==> src/rtl/rpc_cmd_arbiter.sv <==
// rpc_cmd_arbiter: accepts one refresh, ZQ-calibration or direct command at a
// time from three valid/ready sources and registers it. The command is then
// presented to the command FSM, and no further grants are given until the FSM
// reports completion. Refresh and ZQC are gated by DRAM init completion. A
// wait counter promotes a starving direct command to top priority.
// Optional feature: define RPC_ARB_STATS_EN to build the per-source issued-
// command counters; otherwise the counter outputs are tied to zero.
module rpc_cmd_arbiter #(
  parameter int CMD_WIDTH  = 19,
  parameter int MAX_WAIT   = 16,
  parameter int STAT_WIDTH = 16
) (
  input  logic                  clk_i,
  input  logic                  rst_ni,
  input  logic                  rpc_init_completed_i,
  input  logic                  ref_valid_i,
  output logic                  ref_ready_o,
  input  logic [CMD_WIDTH-1:0]  ref_cmd_i,
  input  logic                  zqc_valid_i,
  output logic                  zqc_ready_o,
  input  logic [CMD_WIDTH-1:0]  zqc_cmd_i,
  input  logic                  direct_valid_i,
  output logic                  direct_ready_o,
  input  logic [CMD_WIDTH-1:0]  direct_cmd_i,
  output logic                  cmd_valid_o,
  input  logic                  cmd_ready_i,
  output logic [CMD_WIDTH-1:0]  cmd_o,
  output logic [1:0]            cmd_src_o,
  input  logic                  cmd_done_i,
  output logic                  busy_o,
  output logic [STAT_WIDTH-1:0] ref_cnt_o,
  output logic [STAT_WIDTH-1:0] zqc_cnt_o,
  output logic [STAT_WIDTH-1:0] direct_cnt_o
);

  localparam int WAIT_W = $clog2(MAX_WAIT + 1);
  localparam logic [WAIT_W-1:0] WAIT_LIMIT = WAIT_W'(MAX_WAIT);

  localparam logic [1:0] SRC_NONE = 2'd0;
  localparam logic [1:0] SRC_REF  = 2'd1;
  localparam logic [1:0] SRC_ZQC  = 2'd2;
  localparam logic [1:0] SRC_DIR  = 2'd3;

  typedef enum logic [1:0] {
    IDLE      = 2'd0,
    ISSUE     = 2'd1,
    WAIT_DONE = 2'd2
  } state_t;

  state_t                state;
  state_t                state_nxt;
  logic [WAIT_W-1:0]     wait_cnt;
  logic                  starve;
  logic [1:0]            grant_src;
  logic                  grant;
  logic [CMD_WIDTH-1:0]  grant_cmd;

  assign starve = (wait_cnt >= WAIT_LIMIT);

  // State register; reset drops any captured command back to IDLE at once.
  always_ff @(posedge clk_i or negedge rst_ni) begin
    if (!rst_ni) state <= IDLE;
    else         state <= state_nxt;
  end

  // Next-state: a grant starts a command, the FSM handshake moves to waiting,
  // and only a done pulse while waiting releases the arbiter.
  always_comb begin
    state_nxt = state;
    case (state)
      IDLE:      if (grant)       state_nxt = ISSUE;
      ISSUE:     if (cmd_ready_i) state_nxt = WAIT_DONE;
      WAIT_DONE: if (cmd_done_i)  state_nxt = IDLE;
      default:                    state_nxt = IDLE;
    endcase
  end

  // Outputs and arbitration: readies are only raised in IDLE and depend on
  // valids, init and state, never on cmd_ready_i or cmd_done_i.
  always_comb begin
    grant_src = SRC_NONE;
    grant_cmd = '0;
    if (state == IDLE) begin
      if (direct_valid_i && starve)                  grant_src = SRC_DIR;
      else if (ref_valid_i && rpc_init_completed_i)  grant_src = SRC_REF;
      else if (zqc_valid_i && rpc_init_completed_i)  grant_src = SRC_ZQC;
      else if (direct_valid_i)                       grant_src = SRC_DIR;
    end
    case (grant_src)
      SRC_REF: grant_cmd = ref_cmd_i;
      SRC_ZQC: grant_cmd = zqc_cmd_i;
      SRC_DIR: grant_cmd = direct_cmd_i;
      default: grant_cmd = '0;
    endcase
    grant          = (grant_src != SRC_NONE);
    ref_ready_o    = (grant_src == SRC_REF);
    zqc_ready_o    = (grant_src == SRC_ZQC);
    direct_ready_o = (grant_src == SRC_DIR);
    cmd_valid_o    = (state == ISSUE);
    busy_o         = (state != IDLE);
  end

  // Capture the winning command and its source on the source handshake.
  always_ff @(posedge clk_i or negedge rst_ni) begin
    if (!rst_ni) begin
      cmd_o     <= '0;
      cmd_src_o <= SRC_NONE;
    end else if (grant) begin
      cmd_o     <= grant_cmd;
      cmd_src_o <= grant_src;
    end
  end

  // Direct-command wait counter: counts lost IDLE arbitrations, saturating.
  always_ff @(posedge clk_i or negedge rst_ni) begin
    if (!rst_ni) begin
      wait_cnt <= '0;
    end else if (state == IDLE) begin
      if (!direct_valid_i || (grant_src == SRC_DIR)) wait_cnt <= '0;
      else if (!starve)                              wait_cnt <= wait_cnt + WAIT_W'(1);
    end
  end

`ifdef RPC_ARB_STATS_EN
  logic                  dn_hs;
  logic [STAT_WIDTH-1:0] ref_cnt;
  logic [STAT_WIDTH-1:0] zqc_cnt;
  logic [STAT_WIDTH-1:0] direct_cnt;

  assign dn_hs = cmd_valid_o & cmd_ready_i;

  // Issued-command counters, one per source, wrapping on overflow.
  always_ff @(posedge clk_i or negedge rst_ni) begin
    if (!rst_ni) begin
      ref_cnt    <= '0;
      zqc_cnt    <= '0;
      direct_cnt <= '0;
    end else if (dn_hs) begin
      case (cmd_src_o)
        SRC_REF: ref_cnt    <= ref_cnt + STAT_WIDTH'(1);
        SRC_ZQC: zqc_cnt    <= zqc_cnt + STAT_WIDTH'(1);
        SRC_DIR: direct_cnt <= direct_cnt + STAT_WIDTH'(1);
        default: ;
      endcase
    end
  end

  assign ref_cnt_o    = ref_cnt;
  assign zqc_cnt_o    = zqc_cnt;
  assign direct_cnt_o = direct_cnt;
`else
  assign ref_cnt_o    = '0;
  assign zqc_cnt_o    = '0;
  assign direct_cnt_o = '0;
`endif

endmodule

==> config.mk <==
export PLATFORM = sky130hd
export DESIGN_NAME = rpc_cmd_arbiter
export DESIGN_NICKNAME = d
export VERILOG_FILES = /design/src/rtl/rpc_cmd_arbiter.sv
export SDC_FILE = /design/constraint.sdc
export NUM_CORES = 1
export LEC_CHECK = 0
export ABC_AREA = 1
export CAP_MARGIN = 10
export CORE_UTILIZATION = 37
export CTS_CLUSTER_SIZE = 16
export DETAILED_ROUTE_END_ITERATION = 10
export GPL_TIMING_DRIVEN = 0
export PLACE_DENSITY = 0.89
export SKIP_CTS_REPAIR_TIMING = 1
export SYNTH_ARGS = -nofsm -noshare
export SYNTH_HDL_FRONTEND = slang
export SYNTH_SLANG_ARGS = --single-unit
==> constraint.sdc <==
create_clock -name clk_i -period 3.4 [get_ports clk_i]
set_clock_uncertainty 0.2 [all_clocks]
set_input_delay 0.68 -clock clk_i [delete_from_list [all_inputs] [get_ports clk_i]]
set_output_delay 0.68 -clock clk_i [all_outputs]
set_load 0.02 [all_outputs]
Word level (Yosys, flattened, before mapping)
Cells that the tools add are included.
{"block": "classes", "add_sub_neg": 1, "n_lt_le_gt_ge": 1, "eq_ne": 9, "muxes": 12, "n_reduce_logical": 10}
{"operator": "$pmux W19 S3", "count": 1}
{"operator": "$mux W2", "count": 8}
{"operator": "$mux W5", "count": 2}
{"operator": "$eq A2 B2 Y1 const B", "count": 3}
{"operator": "$pmux W2 S3", "count": 1}
{"operator": "$add A5 B1 Y5 const B", "count": 1}
{"operator": "$ge A5 B5 Y1 const B", "count": 1}
{"operator": "$eq A2 B1 Y1 const B", "count": 2}
{"operator": "$ne A2 B1 Y1 const B", "count": 2}
{"operator": "$ne A2 B2 Y1 const B", "count": 2}
{"operator": "$reduce_bool A2 Y1", "count": 2}
{"operator": "$logic_and A1 B1 Y1", "count": 3}
{"operator": "$reduce_and A3 Y1", "count": 1}
{"operator": "$logic_not A2 Y1", "count": 1}
{"operator": "$reduce_and A2 Y1", "count": 1}
{"operator": "$logic_not A1 Y1", "count": 1}
{"operator": "$logic_or A1 B1 Y1", "count": 1}
{"block": "word_totals", "ff_bits": 28}

Logic depth before layout (Yosys ltp)
Gate-level depths: netlist (run 1).
{"block": "logic_depth", "depth_word": 9, "mapped_depth": 8}

Worst setup path before layout (run 1)
No wires, ideal clock.
{"block": "synth_path", "kind": "input to output", "from": "in ref_valid_i", "to": "out zqc_ready_o", "path_buffers": 1, "path_slack_ps": 1140, "arrival_time_ps": 1380, "cell_stages": 6, "cell_sequence": "nand2_1 nand3_1 nand2_2 buf_2 nand2_1 inv_1"}
{"block": "synth_between", "elab_chain_len": 5}
{"item": "start, declared", "line": "16", "text": "input logic ref_valid_i,"}
{"item": "$logic_and A1 B1 Y1", "line": "85", "text": "else if (ref_valid_i && rpc_init_completed_i) grant_src = SRC_REF;"}
{"item": "$mux W2", "line": "85"}
{"item": "$mux W2", "line": "84", "text": "if (direct_valid_i && starve) grant_src = SRC_DIR;"}
{"item": "$mux W2", "line": "83", "text": "if (state == IDLE) begin"}
{"item": "$eq A2 B2 Y1", "line": "97", "text": "zqc_ready_o = (grant_src == SRC_ZQC);"}
{"item": "end, declared", "line": "20", "text": "output logic zqc_ready_o,"}
Every way passes these cells.

Worst setup path in the final report (run 1)
{"block": "layout_path", "from": "in rpc_init_completed_i", "to": "out ref_ready_o"}
{"block": "layout_between", "elab_chain_len": 6, "elab_cells_between_ends": 7, "cone_classes": "eq/ne: 1; mux: 4; reduce/logical: 2"}
{"item": "start, declared", "line": "15", "text": "input logic rpc_init_completed_i,"}
{"item": "$logic_and A1 B1 Y1", "line": "86", "text": "else if (zqc_valid_i && rpc_init_completed_i) grant_src = SRC_ZQC;"}
{"item": "$mux W2", "line": "86"}
{"item": "$mux W2 (*)", "line": "85"}
{"item": "$mux W2 (*)", "line": "84"}
{"item": "$mux W2 (*)", "line": "83"}
{"item": "$eq A2 B1 Y1 (*)", "line": "96", "text": "ref_ready_o = (grant_src == SRC_REF);"}
{"item": "end, declared", "line": "17", "text": "output logic ref_ready_o,"}
Every way passes the cells marked *; elsewhere a longest branch is shown, timed or not.

==> results of run 1 <==
[state kept, by name, indices dropped and copies added, names as in the netlist]
name	count
state	2
wait_cnt	5
cmd_o	19
cmd_src_o	2
[worst min path at each step]
stage	to	slack, ns	cells past startpoint
6_report	cmd_src_o[0]	0.30	2
3_3_place_gp	cmd_src_o[0]	0.27	2
5_1_grt	cmd_src_o[1]	0.33	2
2_1_floorplan	cmd_o[0]	0.18	0
3_5_place_dp	cmd_src_o[0]	0.27	2
4_1_cts	cmd_src_o[0]	0.30	2
[cell usage in the layout, fill, tap and decap left out, drive strengths merged]
master         netlist  routed
clkbuf               1       6
conb                 1      48
nand3               41      41
dlymetal6s2s         0       3
inv                 10      10
ha                   2       2
clkdlybuf4s50        0      87
o311ai               1       1
bufinv               0       1
o21ai                1       1
buf                 60      59
o211ai               1       1
a21boi               1       1
nor2                 5       5
a21oi                2       2
dfrtp               28      28
xor2                 2       2
nand2               62      62
nand4               23      23
[power breakdown]
group / total (W) / internal, W / switching, W
sequential: 0.000568 / 0.000474 / 0.0000935
combinational: 0.00112 / 0.000506 / 0.000615
clock: 0.000267 / 0.000158 / 0.000109
[cell type report]
class | instances | area, um^2
buffer | 61 | 434
clock buffer | 3 | 41.3
clock inverter | 1 | 30.0
fill | 409 | 1650
inverter | 10 | 37.5
multi-input combinational | 189 | 885
sequential | 28 | 701
tap | 67 | 83.8
timing repair buffer | 91 | 923
[worst max-delay path: stages]
cell	delay, ns
sky130_fd_sc_hd__clkdlybuf4s50_1	0.47
sky130_fd_sc_hd__nand2_1	0.11
sky130_fd_sc_hd__inv_1	0.09
sky130_fd_sc_hd__o211ai_1	0.08
sky130_fd_sc_hd__inv_1	0.08
sky130_fd_sc_hd__buf_2	0.23
sky130_fd_sc_hd__clkdlybuf4s50_1	0.64
[per-stage QoR]
step,total power [W],std cells,instance area [um^2]
after detailed placement,0.00170,446,3050
after CTS,0.00196,450,3120
after global placement,0.00166,445,3040
after floorplan,0.00121,288,2050
final,0.00196,450,3140
after global routing,0.00209,450,3140
[metal layers]
layer	wire (um)	vias to the layer above	part of all wire, %
li1	-	988	-
met1	2080	911	37
met2	2990	93	53
met3	482	10	8.5
met4	93	0	1.6
met5	0	-	0
[kinds of logic (layout without fill, tap and decap cells)]
family	count (synthesis)	in the layout
simple gates	131	131
buf+inv	71	166
xor+xnor	2	2
other cells	1	48
fa+ha+maj	2	2
compound gates	6	6
flops	28	28
==> load_flow_metrics.sql, run 1 <==
INSERT INTO impl_metrics (metric_group, metric, value, unit) VALUES
('clocking', 'cts-root-to-sink-buffers', '2', ''),
('synth', 'synth_edf_count', '0', ''),
('routing', 'wl_per_cell', '12.6', 'um'),
('grt', 'gr-usage-met2', '39.6', '%'),
('grt', 'grt_util_met3', '4.01', '%'),
('final_layout', 'antenna_cells', '0', ''),
('grt', 'grt_start_max_net_pins', '17', ''),
('floorplan', 'die-width', '73.2', 'um'),
('floorplan', 'fp.dieArea', '5360', 'um^2'),
('clocking', 'clockRootBuffer', 'sky130_fd_sc_hd__clkbuf_8', ''),
('setup_path', 'worst_setup_path_endpoint', 'ref_ready_o', ''),
('setup_path', 'reg2regPathDepth', '6', ''),
('timing', 'slew_violations', '0', ''),
('routing', 'post_detailed_route_via_to_cell_ratio', '4.45', ''),
('synth', 'synth_flop_cell', 'sky130_fd_sc_hd__dfrtp_1', ''),
('final_layout', 'area_delta_synth_final', '67.2', '%'),
('flow_run', 'cap_viol_max_count', '0', ''),
('synth', 'synth_largest_area_cell', 'sky130_fd_sc_hd__dfrtp_1', ''),
('synth', 'synth_cell_types', '21', ''),
('timing', 'fin_worst_hold_slack', '0.295', 'ns'),
('routing', 'detailroute.via_count', '2002', ''),
('setup_path', 'timing.reg2reg.setup_slack', '1.67', 'ns'),
('timing', 'min_period', '3.26', 'ns'),
('routing', 'drc', '0', ''),
('timing', 'setup_tns', '0', 'ns'),
('clocking', 'cts-buffers-inserted', '3', ''),
('final_layout', 'postLayoutCoreUtil', '65.5', '%'),
('synth', 'syn_avg_cell_area', '7.78', 'um^2'),
('floorplan', 'pin_count', '139', ''),
('routing', 'postRouteAntennaNets', '0', ''),
('place', 'port_buffers', '90', ''),
('setup_path', 'critPathLaunchType', 'input port', ''),
('grt', 'globalRouteOverflowTotal', '0', ''),
('synth', 'synthTopCellsByCount', 'sky130_fd_sc_hd__nand2_1, sky130_fd_sc_hd__buf_4, sky130_fd_sc_hd__nand3_1', ''),
('setup_path', 'endpoint_kind_of_the_worst_setup_timing_path', 'primary output', ''),
('power', 'power.static_leakage', '1.59', 'nW'),
('power', 'max-vdd-ir-drop', '0.000328', 'V'),
('synth', 'synthSimpleGateAreaFrac', '33.2', '%'),
('floorplan', 'floorplan.core_area', '4790', 'um^2'),
('place', 'hpwl', '4.69', 'mm'),
('synth', 'synth_async_sr_flop_share', '100', '%'),
('timing', 'hold_viol_final', '0', ''),
('run_status', 'run_status', 'finished clean', ''),
('timing', 'grt_setup_unrepaired', 'no', ''),
('setup_path', 'worst_reg2reg_path_endpoint', 'cmd_o[16]', ''),
('setup_path', 'critPathLaunch', 'rpc_init_completed_i', ''),
('clocking', 'later_pin_clock_latency_in_the_skew_report', '0.28', 'ns'),
('synth', 'mappedNetlistArea', '1880', 'um^2'),
('timing', 'fmax', '0.307', 'GHz'),
('synth', 'yosys-mux-area-fraction', '0', '%'),
('timing', 'slew-limit-headroom', '47.7', '%'),
('clocking', 'clkSinkCount', '28', ''),
('synth', 'yosys.area_share.xor_xnor', '0.934', '%'),
('clocking', 'clk_transition_reported_paths', '0.10', 'ns'),
('floorplan', 'floorplan.initialDensity', '39.2', '%'),
('grt', 'use_met1', '24.1', '%'),
('routing', 'wirelength', '5.65', 'mm'),
('clocking', 'ctsHtreeMaxLevel', '1', ''),
('timing', 'fin_ws', '0.140', 'ns'),
('hold_path', 'worstHoldPathType', 'reg -> reg', ''),
('setup_path', 'critPathArrivalTime', '2.38', 'ns'),
('grt', 'grt_pass1_wl', '8.78', 'mm'),
('timing', 'final_setup_violations', '0', ''),
('synth', 'synth-compound-area-share', '2.07', '%'),
('synth', 'yosysWarningCount', '0', ''),
('grt', 'grt_pass1_vias', '1924', ''),
('hold_path', 'holdCritStartpoint', 'cmd_src_o[0]', ''),
('synth', 'synth-seq-area-share', '37.4', '%'),
('timing', 'post-route-period-util', '95.9', '%'),
('routing', 'dr.pass1.iters', '4', ''),
('synth', 'synth_most_common_cell', 'sky130_fd_sc_hd__nand2_1', '');
Note: power is estimated with default switching activity, not from simulation.
==> inputs of run 2 (changes only) <==
--- a/config.mk
+++ b/config.mk
@@ -7,12 +7,14 @@
 export LEC_CHECK = 0
 export ABC_AREA = 1
 export CAP_MARGIN = 10
-export CORE_UTILIZATION = 37
+export CORE_UTILIZATION = 31
 export CTS_CLUSTER_SIZE = 16
 export DETAILED_ROUTE_END_ITERATION = 10
 export GPL_TIMING_DRIVEN = 0
-export PLACE_DENSITY = 0.89
+export PLACE_DENSITY = 0.8
+export REMOVE_ABC_BUFFERS = 1
 export SKIP_CTS_REPAIR_TIMING = 1
 export SYNTH_ARGS = -nofsm -noshare
 export SYNTH_HDL_FRONTEND = slang
 export SYNTH_SLANG_ARGS = --single-unit
+export TNS_END_PERCENT = 30
==> constraint.sdc (replaced) <==
create_clock -name clk_i -period 2.8 [get_ports clk_i]
set_clock_uncertainty 0.2 [all_clocks]
set_input_delay 0.56 -clock clk_i [delete_from_list [all_inputs] [get_ports clk_i]]
set_output_delay 0.56 -clock clk_i [all_outputs]
set_load 0.02 [all_outputs]
==> load_flow_metrics.sql, run 2 (synthesized netlist as in run 1, its figures left out) <==
INSERT INTO impl_metrics (metric_group, metric, value, unit) VALUES
('setup_path', 'endpoint_kind_of_the_worst_setup_timing_path', 'primary output', ''),
('final_layout', 'largest_reg_flops', '19', ''),
('final_layout', 'area_delta_synth_final', '53.3', '%'),
('timing', 'grt_setup_unrepaired', 'yes', ''),
('power', 'max-vdd-ir-drop', '0.000349', 'V'),
('timing', 'worstMarginPinSlew', '0.812', 'ns'),
('setup_path', 'reg2regPathDepth', '6', ''),
('hold_path', 'worstHoldPathType', 'reg -> reg', ''),
('setup_path', 'critPathArrivalTime', '2.09', 'ns'),
('grt', 'antenna_violations_before_repair', '0', ''),
('setup_path', 'worst_path_max_delay_cell', 'sky130_fd_sc_hd__clkdlybuf4s50_1', ''),
('timing', 'setup_tns', '-0.0549', 'ns'),
('routing', 'detailroute.via_count', '1906', ''),
('hold_path', 'worstHoldPathCells', '2', ''),
('grt', 'grt_pass1_wl', '7.68', 'mm'),
('final_layout', 'regMostFlops', 'cmd_o', ''),
('clocking', 'clockRootBuffer', 'sky130_fd_sc_hd__clkbuf_8', ''),
('setup_path', 'worst-path-max-fanout', '12', ''),
('floorplan', 'fp.dieArea', '6360', 'um^2'),
('clocking', 'later_pin_clock_latency_in_the_skew_report', '0.27', 'ns'),
('setup_path', 'setup.worst_path.class', 'in -> out', ''),
('place', 'dpl-instance-area', '2660', 'um^2'),
('final_layout', 'post_route_cells_drive_above_1_share', '10.0', '%'),
('timing', 'slew-limit-headroom', '45.7', '%'),
('setup_path', 'critPathLaunchType', 'input port', ''),
('final_layout', 'most_common_cell_after_layout_fill_and_taps_aside', 'sky130_fd_sc_hd__clkdlybuf4s50_1', ''),
('grt', 'grt_pass1_vias', '1649', ''),
('place', 'hpwl', '3.74', 'mm'),
('grt', 'grt_start_max_net_pins', '44', ''),
('final_layout', 'layout_top_registers', 'cmd_o: 19 flops, wait_cnt: 5 flops', ''),
('run_status', 'violations_in_the_final_reports', 'negative setup slack', ''),
('clocking', 'clk_transition_reported_paths', '0.09', 'ns'),
('final_layout', 'commonest_cells_after_routing_fill_and_taps_aside', 'sky130_fd_sc_hd__clkdlybuf4s50_1, sky130_fd_sc_hd__nand2_1, sky130_fd_sc_hd__conb_1, sky130_fd_sc_hd__nand3_1, sky130_fd_sc_hd__dfrtp_1', ''),
('timing', 'hold_viol_final', '0', ''),
('setup_path', 'critical-path-max-stage-delay', '0.43', 'ns'),
('place', 'gpl.final_weighted_congestion', '0.745', ''),
('routing', 'postRouteAntennaNets', '0', ''),
('final_layout', 'final_net_count', '407', ''),
('clocking', 'tritoncts', 'done', ''),
('routing', 'wl_per_cell', '14.1', 'um'),
('setup_path', 'critPathLaunch', 'rpc_init_completed_i', ''),
('clocking', 'cts-buffers-inserted', '3', ''),
('place', 'dpl_worst_slack', '-1.51', 'ns'),
('timing', 'fmax', '0.350', 'GHz'),
('routing', 'post_detailed_route_via_to_cell_ratio', '4.64', ''),
('final_layout', 'antenna_cells', '0', ''),
('routing', 'wirelength', '5.78', 'mm'),
('floorplan', 'chipHeight', '79.8', 'um'),
('grt', 'globalRouteOverflowTotal', '0', ''),
('clocking', 'ctsHtreeMaxLevel', '1', ''),
('setup_path', 'worst_reg2reg_path_endpoint', 'cmd_o[5]', ''),
('setup_path', 'worst_setup_path_endpoint', 'direct_ready_o', ''),
('clocking', 'clkSinkCount', '28', ''),
('setup_path', 'crit_chain', 'clkdlybuf4s50_1, nand2_1, inv_1, nand2_2, nand3_4, nor2_4, buf_4, clkbuf_2', ''),
('timing', 'final_setup_violations', '1', ''),
('power', 'power.static_leakage', '1.34', 'nW'),
('flow_run', 'cap_viol_max_count', '0', ''),
('floorplan', 'floorplan.core_area', '5680', 'um^2'),
('timing', 'min_period', '2.85', 'ns'),
('setup_path', 'timing.rr.start', 'state[1]', ''),
('setup_path', 'required', '2.04', 'ns'),
('place', 'port_buffers', '90', ''),
('grt', 'grt_util_all_layers', '15.5', '%'),
('timing', 'slew_violations', '0', ''),
('floorplan', 'pin_count', '139', ''),
('floorplan', 'placementRows', '27', ''),
('routing', 'drt_iter0_markers', '107', ''),
('run_status', 'run_status', 'complete, but fails checks', ''),
('routing', 'drc', '0', ''),
('power', 'power_density', '819', 'nW/um^2'),
('floorplan', 'floorplan.initialDensity', '33.0', '%'),
('timing', 'fin_ws', '-0.0549', 'ns'),
('clocking', 'cts-root-to-sink-buffers', '2', ''),
('floorplan', 'die-width', '79.8', 'um'),
('setup_path', 'timing.reg2reg.setup_slack', '0.79', 'ns'),
('final_layout', 'postLayoutCoreUtil', '50.7', '%'),
('final_layout', 'final_cell_area_excluding_filler_cells', '2880', 'um^2'),
('routing', 'dr.pass1.iters', '4', ''),
('timing', 'post-route-period-util', '102', '%');
==> run 2: cell count changes in the layout (fill, tap and decap cells not counted), sizes merged <==
cell           delta
bufinv            -1
dlymetal6s2s      -1
clkdlybuf4s50     -1
nand3             +1
clkinvlp          +2
buf              -45
nor2              +1
inv               -1
nand2             +1
==> run 2: critical path, delay by kind of cell <==
family | cells | cell delay (ns)
buffers and inverters | 4 | 0.89
AND/OR/NAND/NOR | 4 | 0.65
==> run 2: layer usage <==
layer	GRT usage, %	part of all wire [%]	vias up
met1	17.6	41	904
met3	2.51	6.1	6
met2	29.5	52	88
met4	4.64	1.3	0
met5	0	0	-
li1	-	-	908
==> run 2: where the power goes <==
group	switching [W]	internal [W]	leakage, nW	total [W]
registers	0.000106	0.000576	0.356	0.000682
clock network	0.000134	0.000126	0.0288	0.000260
logic	0.000801	0.000612	0.953	0.00141
==> run 2: layout make-up <==
class	instances	area, um^2
repair buffers	104	1020
flip-flops and latches	28	701
well taps	72	90.1
multi-input cells	192	958
repair inverters	1	5.00
inverters	10	41.3
fillers	577	2800
clock buffers	4	55.1
==> run 2: how the worst min path moves through the flow <==
stage                            start      endpoint
final                     cmd_src_o[1]  cmd_src_o[1]
after CTS                 cmd_src_o[1]  cmd_src_o[1]
after global routing      cmd_src_o[1]  cmd_src_o[1]
after global placement    cmd_src_o[1]  cmd_src_o[1]
after detailed placement  cmd_src_o[1]  cmd_src_o[1]
after floorplan                 rst_ni      cmd_o[0]
==> run 2: metrics by stage <==
stage / std cells / hold slack [ns] / power [W]
2_1_floorplan: 227 / 0.0644 / 0.00136
3_3_place_gp: 389 / 0.254 / 0.00191
3_5_place_dp: 391 / 0.259 / 0.00195
4_1_cts: 395 / 0.284 / 0.00222
5_1_grt: 411 / 0.327 / 0.00252
6_report: 411 / 0.279 / 0.00235
